===== config.mk =====
export PLATFORM = sky130hd
export DESIGN_NAME = fetch_unit
export DESIGN_NICKNAME = d
export VERILOG_FILES = /design/src/rtl/fetch_unit.sv
export SDC_FILE = /design/constraint.sdc
export NUM_CORES = 1
export LEC_CHECK = 0
export ABC_AREA = 1
export ABC_CLOCK_PERIOD_IN_PS = 2500
export CORE_MARGIN = 1
export CORE_UTILIZATION = 52
export DETAILED_ROUTE_END_ITERATION = 12
export HOLD_SLACK_MARGIN = 0.15
export PLACE_DENSITY = 0.77
export SLEW_MARGIN = 10
export SYNTH_ARGS = -nofsm -noshare
export SYNTH_HDL_FRONTEND = slang
export SYNTH_SLANG_ARGS = --single-unit

===== constraint.sdc =====
create_clock -name clk_i -period 2.5 [get_ports clk_i]
set_input_delay 0.5 -clock clk_i [delete_from_list [all_inputs] [get_ports clk_i]]
set_output_delay 0.5 -clock clk_i [all_outputs]
set_load 0.005 [all_outputs]

===== src/rtl/fetch_unit.sv =====
// ButterFly RV32IM instruction fetch stage.
// Owns the fetch PC, issues imem requests and buffers responses for decode.
module fetch_unit #(
  parameter logic [31:0] RESET_PC   = 32'h0000_0000,
  parameter int unsigned FIFO_DEPTH = 4
) (
  input  logic        clk_i,
  input  logic        rst_ni,
  input  logic        redirect_i,
  input  logic [31:0] redirect_pc_i,
  output logic        imem_req_o,
  output logic [31:0] imem_addr_o,
  input  logic        imem_gnt_i,
  input  logic        imem_rvalid_i,
  input  logic [31:0] imem_rdata_i,
  output logic        if_valid_o,
  input  logic        if_ready_i,
  output logic [31:0] if_pc_o,
  output logic [31:0] if_instr_o,
  output logic        if_exc_o
);

  localparam int unsigned AW = $clog2(FIFO_DEPTH);
  localparam int unsigned CW = AW + 1;
  localparam logic [31:0] NOP = 32'h0000_0013;

  typedef enum logic {
    RUN,
    HALT
  } state_e;

  state_e        state_q, state_d;
  logic [31:0]   fetch_pc_q, fetch_pc_d;
  logic [31:0]   resp_pc_q, resp_pc_d;
  logic [CW-1:0] outst_q, outst_d;
  logic [CW-1:0] disc_q, disc_d;
  logic [CW-1:0] cnt_q, cnt_d;
  logic [AW-1:0] wptr_q, wptr_d;
  logic [AW-1:0] rptr_q, rptr_d;

  logic [31:0]           pc_mem_q  [FIFO_DEPTH];
  logic [31:0]           ins_mem_q [FIFO_DEPTH];
  logic [FIFO_DEPTH-1:0] exc_q;

  logic        credit, fire, drop, push, pop, misal;
  logic [CW:0] used;

  // Outstanding plus buffered may never exceed the FIFO size.
  assign used   = {1'b0, outst_q} + {1'b0, cnt_q};
  assign credit = used < (CW+1)'(FIFO_DEPTH);
  assign misal  = redirect_pc_i[1:0] != 2'b00;

  // Request is gated by rst_ni so it drops the instant reset asserts.
  assign imem_req_o  = rst_ni & (state_q == RUN)
                     & ~redirect_i & credit;
  assign imem_addr_o = fetch_pc_q;

  assign fire = imem_req_o & imem_gnt_i;
  assign drop = redirect_i | (disc_q != '0);
  assign push = imem_rvalid_i & ~drop;

  assign if_valid_o = cnt_q != '0;
  assign pop        = if_valid_o & if_ready_i;
  assign if_pc_o    = pc_mem_q[rptr_q];
  assign if_instr_o = ins_mem_q[rptr_q];
  assign if_exc_o   = exc_q[rptr_q];

  // Next-state: redirect flushes and overrides all normal updates.
  always_comb begin
    state_d    = state_q;
    fetch_pc_d = fetch_pc_q;
    resp_pc_d  = resp_pc_q;
    disc_d     = disc_q;
    cnt_d      = cnt_q;
    wptr_d     = wptr_q;
    rptr_d     = rptr_q;
    outst_d    = outst_q + CW'(fire)
               - CW'(imem_rvalid_i);
    if (redirect_i) begin
      disc_d     = outst_q - CW'(imem_rvalid_i);
      fetch_pc_d = redirect_pc_i;
      resp_pc_d  = redirect_pc_i;
      rptr_d     = '0;
      wptr_d     = misal ? AW'(1) : '0;
      cnt_d      = misal ? CW'(1) : '0;
      state_d    = misal ? HALT : RUN;
    end else begin
      if (imem_rvalid_i && disc_q != '0)
        disc_d = disc_q - CW'(1);
      if (fire)
        fetch_pc_d = fetch_pc_q + 32'd4;
      if (push) begin
        resp_pc_d = resp_pc_q + 32'd4;
        wptr_d    = wptr_q + AW'(1);
      end
      if (pop)
        rptr_d = rptr_q + AW'(1);
      cnt_d = cnt_q + CW'(push) - CW'(pop);
    end
  end

  // State, counters and FIFO storage.
  always_ff @(posedge clk_i or negedge rst_ni) begin
    if (!rst_ni) begin
      state_q    <= RUN;
      fetch_pc_q <= RESET_PC;
      resp_pc_q  <= RESET_PC;
      outst_q    <= '0;
      disc_q     <= '0;
      cnt_q      <= '0;
      wptr_q     <= '0;
      rptr_q     <= '0;
      exc_q      <= '0;
      for (int i = 0; i < FIFO_DEPTH; i++) begin
        pc_mem_q[i]  <= '0;
        ins_mem_q[i] <= '0;
      end
    end else begin
      state_q    <= state_d;
      fetch_pc_q <= fetch_pc_d;
      resp_pc_q  <= resp_pc_d;
      outst_q    <= outst_d;
      disc_q     <= disc_d;
      cnt_q      <= cnt_d;
      wptr_q     <= wptr_d;
      rptr_q     <= rptr_d;
      if (redirect_i && misal) begin
        pc_mem_q[0]  <= redirect_pc_i;
        ins_mem_q[0] <= NOP;
        exc_q[0]     <= 1'b1;
      end else if (push) begin
        pc_mem_q[wptr_q]  <= resp_pc_q;
        ins_mem_q[wptr_q] <= imem_rdata_i;
        exc_q[wptr_q]     <= 1'b0;
      end
    end
  end

  // A response with nothing outstanding is a memory protocol error.
  rvalid_outst_a: assert property (
    @(posedge clk_i) disable iff (!rst_ni)
    imem_rvalid_i |-> outst_q != '0);

endmodule


-- Yosys cells after proc, flatten, opt, wreduce, memory -nomap -nowiden
Index checks and enable logic that the tools add are counted.
- magnitude comparators: 7
- reductions and logical operators: 13
- bitwise operators: 15
- multiplexer cells: 34
- $add $sub $neg: 11
- operators by type and width (cell ; number):
    two-way mux 32 bit ; 11
    bitwise mux 128 bit ; 2
    two-way mux 128 bit ; 2
    binary-select mux 32 bit (select 2 bit) ; 2
    adder 32 x 3 -> 32 bit (second input constant) ; 2
    demux 32 bit (select 2 bit) ; 1
    nonzero test 2 bit ; 6
    two-way mux 3 bit ; 3
    subtractor 3 x 1 -> 3 bit ; 3
    two-way mux 2 bit ; 4
    two-way mux 1 bit ; 7
    adder 3 x 1 -> 3 bit ; 2
    AND 1 bit ; 6
    greater-or-equal comparator 3 bit (second input constant) ; 2
    less-than comparator 2 x 3 -> 1 bit (second input constant) ; 2
    inverter 2 -> 3 bit ; 2
    nonzero test 3 bit ; 2
    adder 2 x 1 -> 2 bit (second input constant) ; 2
    adder 3 x 3 -> 4 bit ; 1
    AND 4 bit ; 1
    logical AND 1 bit ; 4
    less-than comparator 4 x 3 -> 1 bit (second input constant) ; 1
    inverter 1 bit ; 4
    inverter 4 bit ; 1
    7 further kinds ; 7
- register bits: 338
- output and inout port bits: 99
- input port bits: 70
- logic and storage cells: 98

-- Logic depth before layout (Yosys ltp)
Gate-level depths: netlist of the first run.
- depth after elaboration: 8
- depth in mapped cells: 11
- mapped depth without buffers: 10

-- Worst setup path after synthesis of the first run
Ideal clock, no wire load.
- kind: flip-flop to flip-flop
- start point: register outst_q[2]
- end point: register outst_q[2]
- arrival: 2.236 ns
- stages on the path, launching flop included: 12
- path buffers: 1
- library setup time: 0.129 ns
- required time: 2.371 ns
- period minus slack after synthesis: 2.365 ns
- setup slack: 0.135 ns
- path through: dfrtp_1 -> ha_1 -> inv_1 -> nand2_1 -> nor3_2 -> nand3_2 -> buf_2 -> ha_1 -> inv_1 -> ha_1 -> fa_1 -> xor2_1
- word-level cells in the longest chain between the ends: 6
- RTL lines (what ; line ; RTL):
    start: declaration ; 35 ; logic [CW-1:0] outst_q, outst_d;
    start signal: assignment ; 122 ; outst_q <= outst_d;
    adder 3 x 3 -> 4 bit ; 49 ; assign used = {1'b0, outst_q} + {1'b0, cnt_q};
    less-than comparator 4 x 3 -> 1 bit ; 50 ; assign credit = used < (CW+1)'(FIFO_DEPTH);
    AND 1 bit ; 55 ; & ~redirect_i & credit;
    AND 1 bit ; 58 ; assign fire = imem_req_o & imem_gnt_i;
    adder 3 x 1 -> 3 bit * ; 77 ; outst_d = outst_q + CW'(fire)
    subtractor 3 x 1 -> 3 bit * ; 78 ; - CW'(imem_rvalid_i);
    via outst_d[2] ; 35 ;
The timed path passes the listed nets; every way through them passes the cells marked *.
A chain may end at the register's enable or synchronous reset.

-- Worst setup path in the final report of the first run
- start point: register rptr_q[0]
- end point: output if_pc_o[21]
- word-level cells in the longest chain between the ends: 4
- RTL lines (what ; line ; RTL):
    start: declaration ; 39 ; logic [AW-1:0] rptr_q, rptr_d;
    start signal: assignment ; 126 ; rptr_q <= rptr_d;
    inverter 2 -> 3 bit (not written as such) ; 64 ; assign if_pc_o = pc_mem_q[rptr_q];
    binary-select mux 32 bit (select 2 bit) ; 64 ;
    two-way mux 32 bit (not written as such) (2 in a row) ; 64 ;
    end: declaration ; 18 ; output logic [31:0] if_pc_o,
Every way passes these cells. The select of a mux whose other input is x is not followed.

==> run summary, run 1 <==
slew margin rel. -> 26.5%
dpl cells -> 2,559
RSZ-0062 raised after global routing -> yes
I/O Buffers -> 168
Via Count -> 15.6k
fin nets -> 2,323
Max Cap Viol -> 0
gr ovfl total -> 0
io pins -> 169
sequential element share of the synthesized area -> 51.1%
DP Wirelength -> 29,500 µm
Finished Core Util -> 67.4%
Initial DRC Count -> 1,595
chip width -> 180 µm
CP required -> 2.00 ns
CP Launch Type -> flop
clock power share -> 31.1%
fill count -> 2,402
DRC viols -> 0
internal power -> 12.6 mW
Avg Cell Area, Syn -> 7.98 µm²
clock latency on the worst-skew pair -> 0.53 ns
Synth Instances -> 2,075
antenna-violating nets left -> 0
# setup viols final -> 34
Avg WL per Cell -> 19.0 µm
Synth top area share -> 51.1%
pin count of the biggest net entering global routing -> 199
total power draw -> 18.8 mW
Worst Path Max Fanout -> 17
synth top area cells -> dfrtp_1 51%, nand2_1 13%, o21ai_0 12%, nor2_1 4.8%, inv_1 3.2%
gp weighted congestion -> 0.911
VDD IR max -> 493 µV
Initial Utilization -> 53.4%
Critical Path AT -> 2.18 ns
initial antenna violation count -> 0
Final Max Slew Viols -> 0
CTS root buffer -> clkbuf_16
worst min path class -> in2async
DR vias/cell -> 5.87
DIE HEIGHT -> 180 µm
CTS Sinks -> 338
Longest Clk Path Bufs -> 3
Hold Fails Final Rpt -> 0
first-pass GRT wire length -> 78,500 µm
vias in the first global route -> 15.0k
sequential share of power -> 40.2%
PwrDens -> 899 nW/µm²
fin cells -> 2,660
Area Overhead vs Synth -> 26.2%
synthesis-stage register bit count -> 338
distinct cell type count of the synthesized netlist -> 39
NetSw -> 6.11 mW
CTS clock-pin slew for the worst setup and hold paths -> 0.06 ns
failing checks -> negative setup slack
Fmax achieved -> 373 MHz
Mapped Nets -> 2,163
Comb pwr share -> 28.7%
core outline area -> 31,000 µm²
Initial DRT Pass Iterations -> 6
antenna cell count -> 0
DRT Wirelength -> 50,400 µm
synthesized cell area -> 16,600 µm²
outcome -> complete, but fails checks
depth of the CTS H-tree -> 2
cell area after layout -> 20,900 µm²
layout cells sized above 1 -> 11.7%
Crit Path Class -> reg2out
largest area contributor in the synthesized netlist -> dfrtp_1
Yosys Warn Count -> 0
Crit. End Element -> output port
Worst-Margin Slew -> 1.10 ns
Final Critical Period -> 2.68 ns
die area -> 32,500 µm²
total CTS buffers -> 37
GRT Overall Usage -> 30.0%
skew final -> 0.0167 ns
final worst slack -> -0.179 ns
dpl cell area -> 18,800 µm²
Sw Ratio -> 32.6%
Site Rows -> 64
leak pwr -> 10.0 nW
CTS tree -> built
Final Cycle Share -> 107%
-- cell usage after synthesis, drive strengths merged --
cell type / count
o211ai: 39
nand4: 13
a31oi: 1
ha: 16
nand3b: 10
nor3: 3
clkbuf: 76
or2: 1
nor2: 217
o21ai: 391
o21bai: 2
a21boi: 4
a31o: 1
xnor2: 12
o221ai: 1
o22ai: 65
xor2: 13
nand3: 94
and2: 2
fa: 2
buf: 45
a21oi: 8
o311ai: 1
dfrtp: 338
inv: 143
o21a: 3
nand2: 574
-- layout by cell type (no fill, tap or decap), drive strengths merged --
cell             n
o21bai           2
o21ai          391
xor2            13
a21boi           4
nor2           217
a31o             1
inv            144
dfrtp          338
buf             85
or2              1
o311ai           1
dlygate4sd2     21
and2             2
o211ai          39
nand2          574
clkinv           8
fa               2
nand3b          10
o22ai           65
bufbuf           1
a31oi            1
xnor2           12
ha              16
clkdlybuf4s50  103
dlymetal6s2s    11
o21a             3
dlygate4sd3      1
clkdlybuf4s15    2
a21oi            8
nand3           94
nor3             3
nand4           13
o221ai           1
bufinv           6
clkbuf          71
-- power groups by stage --
stage	Combinational, mW	Sequential (mW)	Clock (mW)
3_5_place_dp	4.76	7.53	0
6_report	5.39	7.55	5.83
3_3_place_gp	4.61	7.48	0
4_1_cts	4.97	7.46	5.87
5_1_grt	5.92	7.68	6.10
2_1_floorplan	2.71	7.30	0
-- cell type report --
type                            instances  area (µm²)  area share, %
Clock buffer                           53        1070           5.12
Clock inverter                         15         233           1.11
Inverter                              143         552           2.64
Multi-Input combinational cell       1473        7330           35.1
Sequential cell                       338        8460           40.5
Tap cell                              396         495           2.37
Timing Repair Buffer                  242        2740           13.1
-- what timing repair did --
action	4_1_cts	5_1_grt
hold endpoints to repair	30	0
setup endpoints to repair	66	63
cloned	7	8
resized for setup	136	147
pin swaps	14	21
buffers inserted	7	12
hold buffers	1	0
-- per-layer routing --
layer  routed length (µm)  global-route usage [%]  vias to the layer above
met5                    0                       0                        -
met4                 1580                    9.50                        0
met3                 4280                    4.20                      128
met2                23800                    49.4                      751
met1                20700                    41.0                     7546
li1                     -                       -                     7179
-- kinds of logic (layout without fill, tap and decap cells) --
logic type / after synthesis / after routing / synth area share (%)
flops: 338 / 338 / 51.1
compound gates: 516 / 516 / 17.5
buf+inv: 264 / 453 / 6.46
simple gates: 914 / 914 / 22.2
fa+ha+maj: 18 / 18 / 1.45
xor+xnor: 25 / 25 / 1.32
-- sequential cells by signal, summed over array words and instances (netlist names) --
| signal | cells |
|---|---|
| disc_q | 3 |
| imem_addr_o | 32 |
| exc_q | 4 |
| ins_mem_q | 128 |
| resp_pc_q | 32 |
| wptr_q | 2 |
| pc_mem_q | 128 |
| outst_q | 3 |
| cnt_q | 3 |
| rptr_q | 2 |
| state_q | 1 |
-- path summary, 6_finish.rpt --
kind	cells after the start	start	endpoint	slack, ns
max reg2reg	10	outst_q[2]	outst_q[2]	0.29
max	5	rptr_q[0]	if_pc_o[21]	-0.18
max in group asynchronous	3	rst_ni	ins_mem_q[74]	0.84
min in group clk_i	2	pc_mem_q[68]	pc_mem_q[68]	0.48
min	2	rst_ni	cnt_q[0]	0.39
min reg2reg	2	pc_mem_q[68]	pc_mem_q[68]	0.48
-- through the flow --
| step | setup WS (ns) | hold WS (ns) | setup TNS (ns) |
|---|---|---|---|
| 3_3_place_gp | 0.0672 | 0.318 | 0 |
| 3_5_place_dp | 0.00229 | 0.318 | 0 |
| 2_1_floorplan | 0.135 | 0.204 | 0 |
| 5_1_grt | -0.214 | 0.387 | -4.27 |
| 6_report | -0.179 | 0.387 | -2.68 |
| 4_1_cts | -0.254 | 0.380 | -3.42 |
-- critical path: stages, from the launching register on --
cell	delay (ns)
dfrtp_4	0.52
buf_4	0.20
buf_16	0.19
nor2_1	0.07
o22ai_2	0.15
clkdlybuf4s50_1	0.53
(Power assumes the default switching activity.)
==> run 2, diff against run 1 <==
--- a/config.mk
+++ b/config.mk
@@ -8,11 +8,11 @@
 export ABC_AREA = 1
 export ABC_CLOCK_PERIOD_IN_PS = 2500
 export CORE_MARGIN = 1
-export CORE_UTILIZATION = 52
+export CORE_UTILIZATION = 58
 export DETAILED_ROUTE_END_ITERATION = 12
+export DONT_BUFFER_PORTS = 1
 export HOLD_SLACK_MARGIN = 0.15
-export PLACE_DENSITY = 0.77
-export SLEW_MARGIN = 10
+export PLACE_DENSITY = 0.76
 export SYNTH_ARGS = -nofsm -noshare
 export SYNTH_HDL_FRONTEND = slang
 export SYNTH_SLANG_ARGS = --single-unit
==> run 2 against run 1 <==
The run ends with negative hold slack left. Clock power down 4.3%. Register-to-register slack lost 0.04 ns. Cell count shrank 7.4%. Via count fell by 8.1%. Critical path depth is 1 lower. Worst setup slack gained 0.22 ns. Count of clock-buffer cells in the layout is 1 higher. Utilization fell by 1.1 points. Wire length decreased by 12%. Maximum frequency rose by 8.8%. Critical endpoint is now if_pc_o[17]. Largest cell class unchanged.
==> run summary, run 2 (synthesized netlist as in run 1, its figures left out) <==
# setup viols final -> 0 (was 34)
Worst Path Max Fanout -> 52 (was 17)
depth of the CTS H-tree -> 2 (unchanged)
hold buffers post-CTS -> 30 (was 1)
Finished Core Util -> 66.3% (was 67.4%)
gp weighted congestion -> 0.882 (was 0.911)
Initial Utilization -> 59.2% (was 53.4%)
CP Buf/Inv Count -> 2 (was 3)
DP Wirelength -> 27,600 µm (was 29,500 µm)
Crit Reg-Reg Endpoint -> outst_q[2] (unchanged)
Initial DRT Pass Iterations -> 6 (unchanged)
io pins -> 169 (unchanged)
gr ovfl total -> 0 (unchanged)
DR vias/cell -> 5.82 (was 5.87)
first-pass GRT wire length -> 69,800 µm (was 78,500 µm)
initial antenna violation count -> 2 (was 0)
Max Cap Viol -> 0 (unchanged)
CTS clock-pin slew for the worst setup and hold paths -> 0.06 ns (about the same)
CP required -> 2.00 ns (about the same)
leak pwr -> 8.76 nW (was 10.0 nW)
vias in the first global route -> 13.4k (was 15.0k)
most common cell after layout, fill and taps aside -> nand2_1 (unchanged)
total CTS buffers -> 37 (unchanged)
dpl cell area -> 16,900 µm² (was 18,800 µm²)
CTS root buffer -> clkbuf_16 (unchanged)
Crit. End Element -> output port (unchanged)
CP Launch Type -> flop (unchanged)
core outline area -> 27,900 µm² (was 31,000 µm²)
slowest cell on the critical path -> dfrtp_4 (was clkdlybuf4s50_1)
pin count of the biggest net entering global routing -> 341 (was 199)
Via Count -> 14.3k (was 15.6k)
clock latency on the worst-skew pair -> 0.52 ns (was 0.53 ns)
area of the multi-input gates -> 7100 µm² (was 7330 µm²)
Critical Path AT -> 1.96 ns (was 2.18 ns)
Top Family by Delay on Critical Path -> flip-flops (was buffers and inverters)
CTS Sinks -> 338 (unchanged)
outcome -> complete, but fails checks (unchanged)
VDD IR max -> 507 µV (was 493 µV)
Crit Path Class -> reg2out (unchanged)
GRT Overall Usage -> 30.3% (was 30.0%)
Hold Fails Final Rpt -> 338 (was 0)
Avg WL per Cell -> 18.0 µm (was 19.0 µm)
I/O Buffers -> 0 (was 168)
failing checks -> negative hold slack (was negative setup slack)
Final Max Slew Viols -> 0 (unchanged)
CP Cell Sequence -> inv_2 > buf_12 > o21ai_0 > o22ai_1 (was buf_4 > buf_16 > nor2_1 > o22ai_2 > clkdlybuf4s50_1)
WHS -> -0.322 ns (was 0.387 ns)
Stages on worst setup path -> 4 (was 5)
chip width -> 171 µm (was 180 µm)
fin cells -> 2,462 (was 2,660)
die area -> 29,200 µm² (was 32,500 µm²)
Initial DRC Count -> 1,492 (was 1,595)
leading cell types in the layout, fill and taps excluded -> 570 x nand2_1, 386 x o21ai_0, 336 x dfrtp_1 (was 570 x nand2_1, 342 x o21ai_0, 335 x dfrtp_1)
max incr delay on CP -> 0.60 ns (was 0.53 ns)
register area -> 8470 µm² (was 8460 µm²)
CTS tree -> built (unchanged)
Longest Clk Path Bufs -> 3 (unchanged)
PwrDens -> 906 nW/µm² (was 899 nW/µm²)
Site Rows -> 61 (was 64)
slew margin rel. -> 32.6% (was 26.5%)
Worst-Margin Slew -> 1.01 ns (was 1.10 ns)
cell area after layout -> 18,500 µm² (was 20,900 µm²)
largest registers -> ins_mem_q (128), pc_mem_q (128) (unchanged)
Worst R2R Start -> outst_q[2] (unchanged)
fill count -> 2,387 (was 2,402)
worst min path class -> in2async (unchanged)
Area Overhead vs Synth -> 11.9% (was 26.2%)
skew final -> 0.0110 ns (was 0.0167 ns)
DRC viols -> 0 (unchanged)
DIE HEIGHT -> 171 µm (was 180 µm)
DRT Wirelength -> 44,200 µm (was 50,400 µm)
Final Cycle Share -> 98.5% (was 107%)
antenna-violating nets left -> 0 (unchanged)
layout cells sized above 1 -> 6.68% (was 11.7%)
fin nets -> 2,141 (was 2,323)
flop2flop setup slack -> 0.25 ns (was 0.29 ns)
dpl cells -> 2,361 (was 2,559)
Reg2Reg Depth -> 10 (unchanged)
Fmax achieved -> 406 MHz (was 373 MHz)
Final Critical Period -> 2.46 ns (was 2.68 ns)
==> run 2: cell count changes in the layout (fill, tap and decap cells not counted), sizes merged, moves of 3 or more <==
| cell | delta |
|---|---|
| bufinv | -3 |
| buf | -55 |
| clkdlybuf4s50 | -103 |
| clkinv | +3 |
| clkbuf | -17 |
| dlygate4sd2 | -21 |
| dlymetal6s2s | -11 |
| dlygate4sd3 | +29 |
==> run 2: timing repair <==
item / 4_1_cts / 5_1_grt
pin swaps: 0 / 0
endpoints found under the setup margin: 7 / 33
hold endpoints to repair: 374 / 338
gates resized for setup: 4 / 6
setup buffers: 0 / 1
==> run 2: power by group <==
group          internal [mW]  leakage [nW]  switching (mW)
Combinational           1.33          3.72            2.38
Clock                   3.40         0.632            2.18
Sequential              6.66          4.41           0.816
==> run 2: layout make-up <==
class                   count  share of cell area, %
multi-input cells        1473                   38.4
flip-flops and latches    338                   45.7
clock inverters            14                  0.804
repair buffers             60                   3.62
clock buffers              54                   6.01
inverters                 143                   2.91
diodes                      2                 0.0270
well taps                 378                   2.55
==> run 2: routing by layer <==
layer  GRT usage, %  routed length, µm  vias to the layer above
met3           6.45               3490                      102
met5              0                 11                        -
met1           39.8              18500                     6920
met2           50.0              20900                      533
met4           9.98               1320                        2
li1               -                  -                     6776
==> run 2: worst max path at each step <==
| stage | startpoint | endpoint | slack, ns |
|---|---|---|---|
| 5_1_grt | rptr_q[1] | if_pc_o[17] | -0.001 |
| 2_1_floorplan | outst_q[2] | outst_q[2] | 0.13 |
| 3_3_place_gp | outst_q[2] | outst_q[2] | 0.30 |
| 4_1_cts | rptr_q[0] | if_instr_o[24] | 0.003 |
| 3_5_place_dp | outst_q[2] | outst_q[2] | 0.28 |
| 6_report | rptr_q[1] | if_pc_o[17] | 0.04 |
==> run 2: stage by stage <==
stage               worst slack (ns)  power (mW)  hold slack (ns)  setup TNS [ns]
global placement               0.302        10.9            0.215               0
finish                        0.0374        16.8           -0.322               0
detailed placement             0.282        11.1            0.215               0
global route                -0.00144        17.7           -0.338        -0.00144
floorplan                      0.135        10.0            0.204               0
CTS                          0.00304        16.8           -0.329               0
==> run 2: worst register-to-register path: stages (launching register included) <==
cell	delay, ns
dfrtp_1	0.41
ha_1	0.30
inv_1	0.07
nand2_1	0.06
nor3_2	0.15
nand3_2	0.10
ha_1	0.28
inv_1	0.04
ha_1	0.18
fa_1	0.38
xor2_1	0.17
==> run 3, diff against run 2 <==
--- a/config.mk
+++ b/config.mk
@@ -7,12 +7,12 @@
 export LEC_CHECK = 0
 export ABC_AREA = 1
 export ABC_CLOCK_PERIOD_IN_PS = 2500
+export CAP_MARGIN = 10
 export CORE_MARGIN = 1
-export CORE_UTILIZATION = 58
+export CORE_UTILIZATION = 52
 export DETAILED_ROUTE_END_ITERATION = 12
-export DONT_BUFFER_PORTS = 1
 export HOLD_SLACK_MARGIN = 0.15
-export PLACE_DENSITY = 0.76
+export PLACE_DENSITY = 0.77
 export SYNTH_ARGS = -nofsm -noshare
 export SYNTH_HDL_FRONTEND = slang
 export SYNTH_SLANG_ARGS = --single-unit
==> results of run 3 <==
Same layout as run 1: the final DEF is identical, and so are final timing and power.
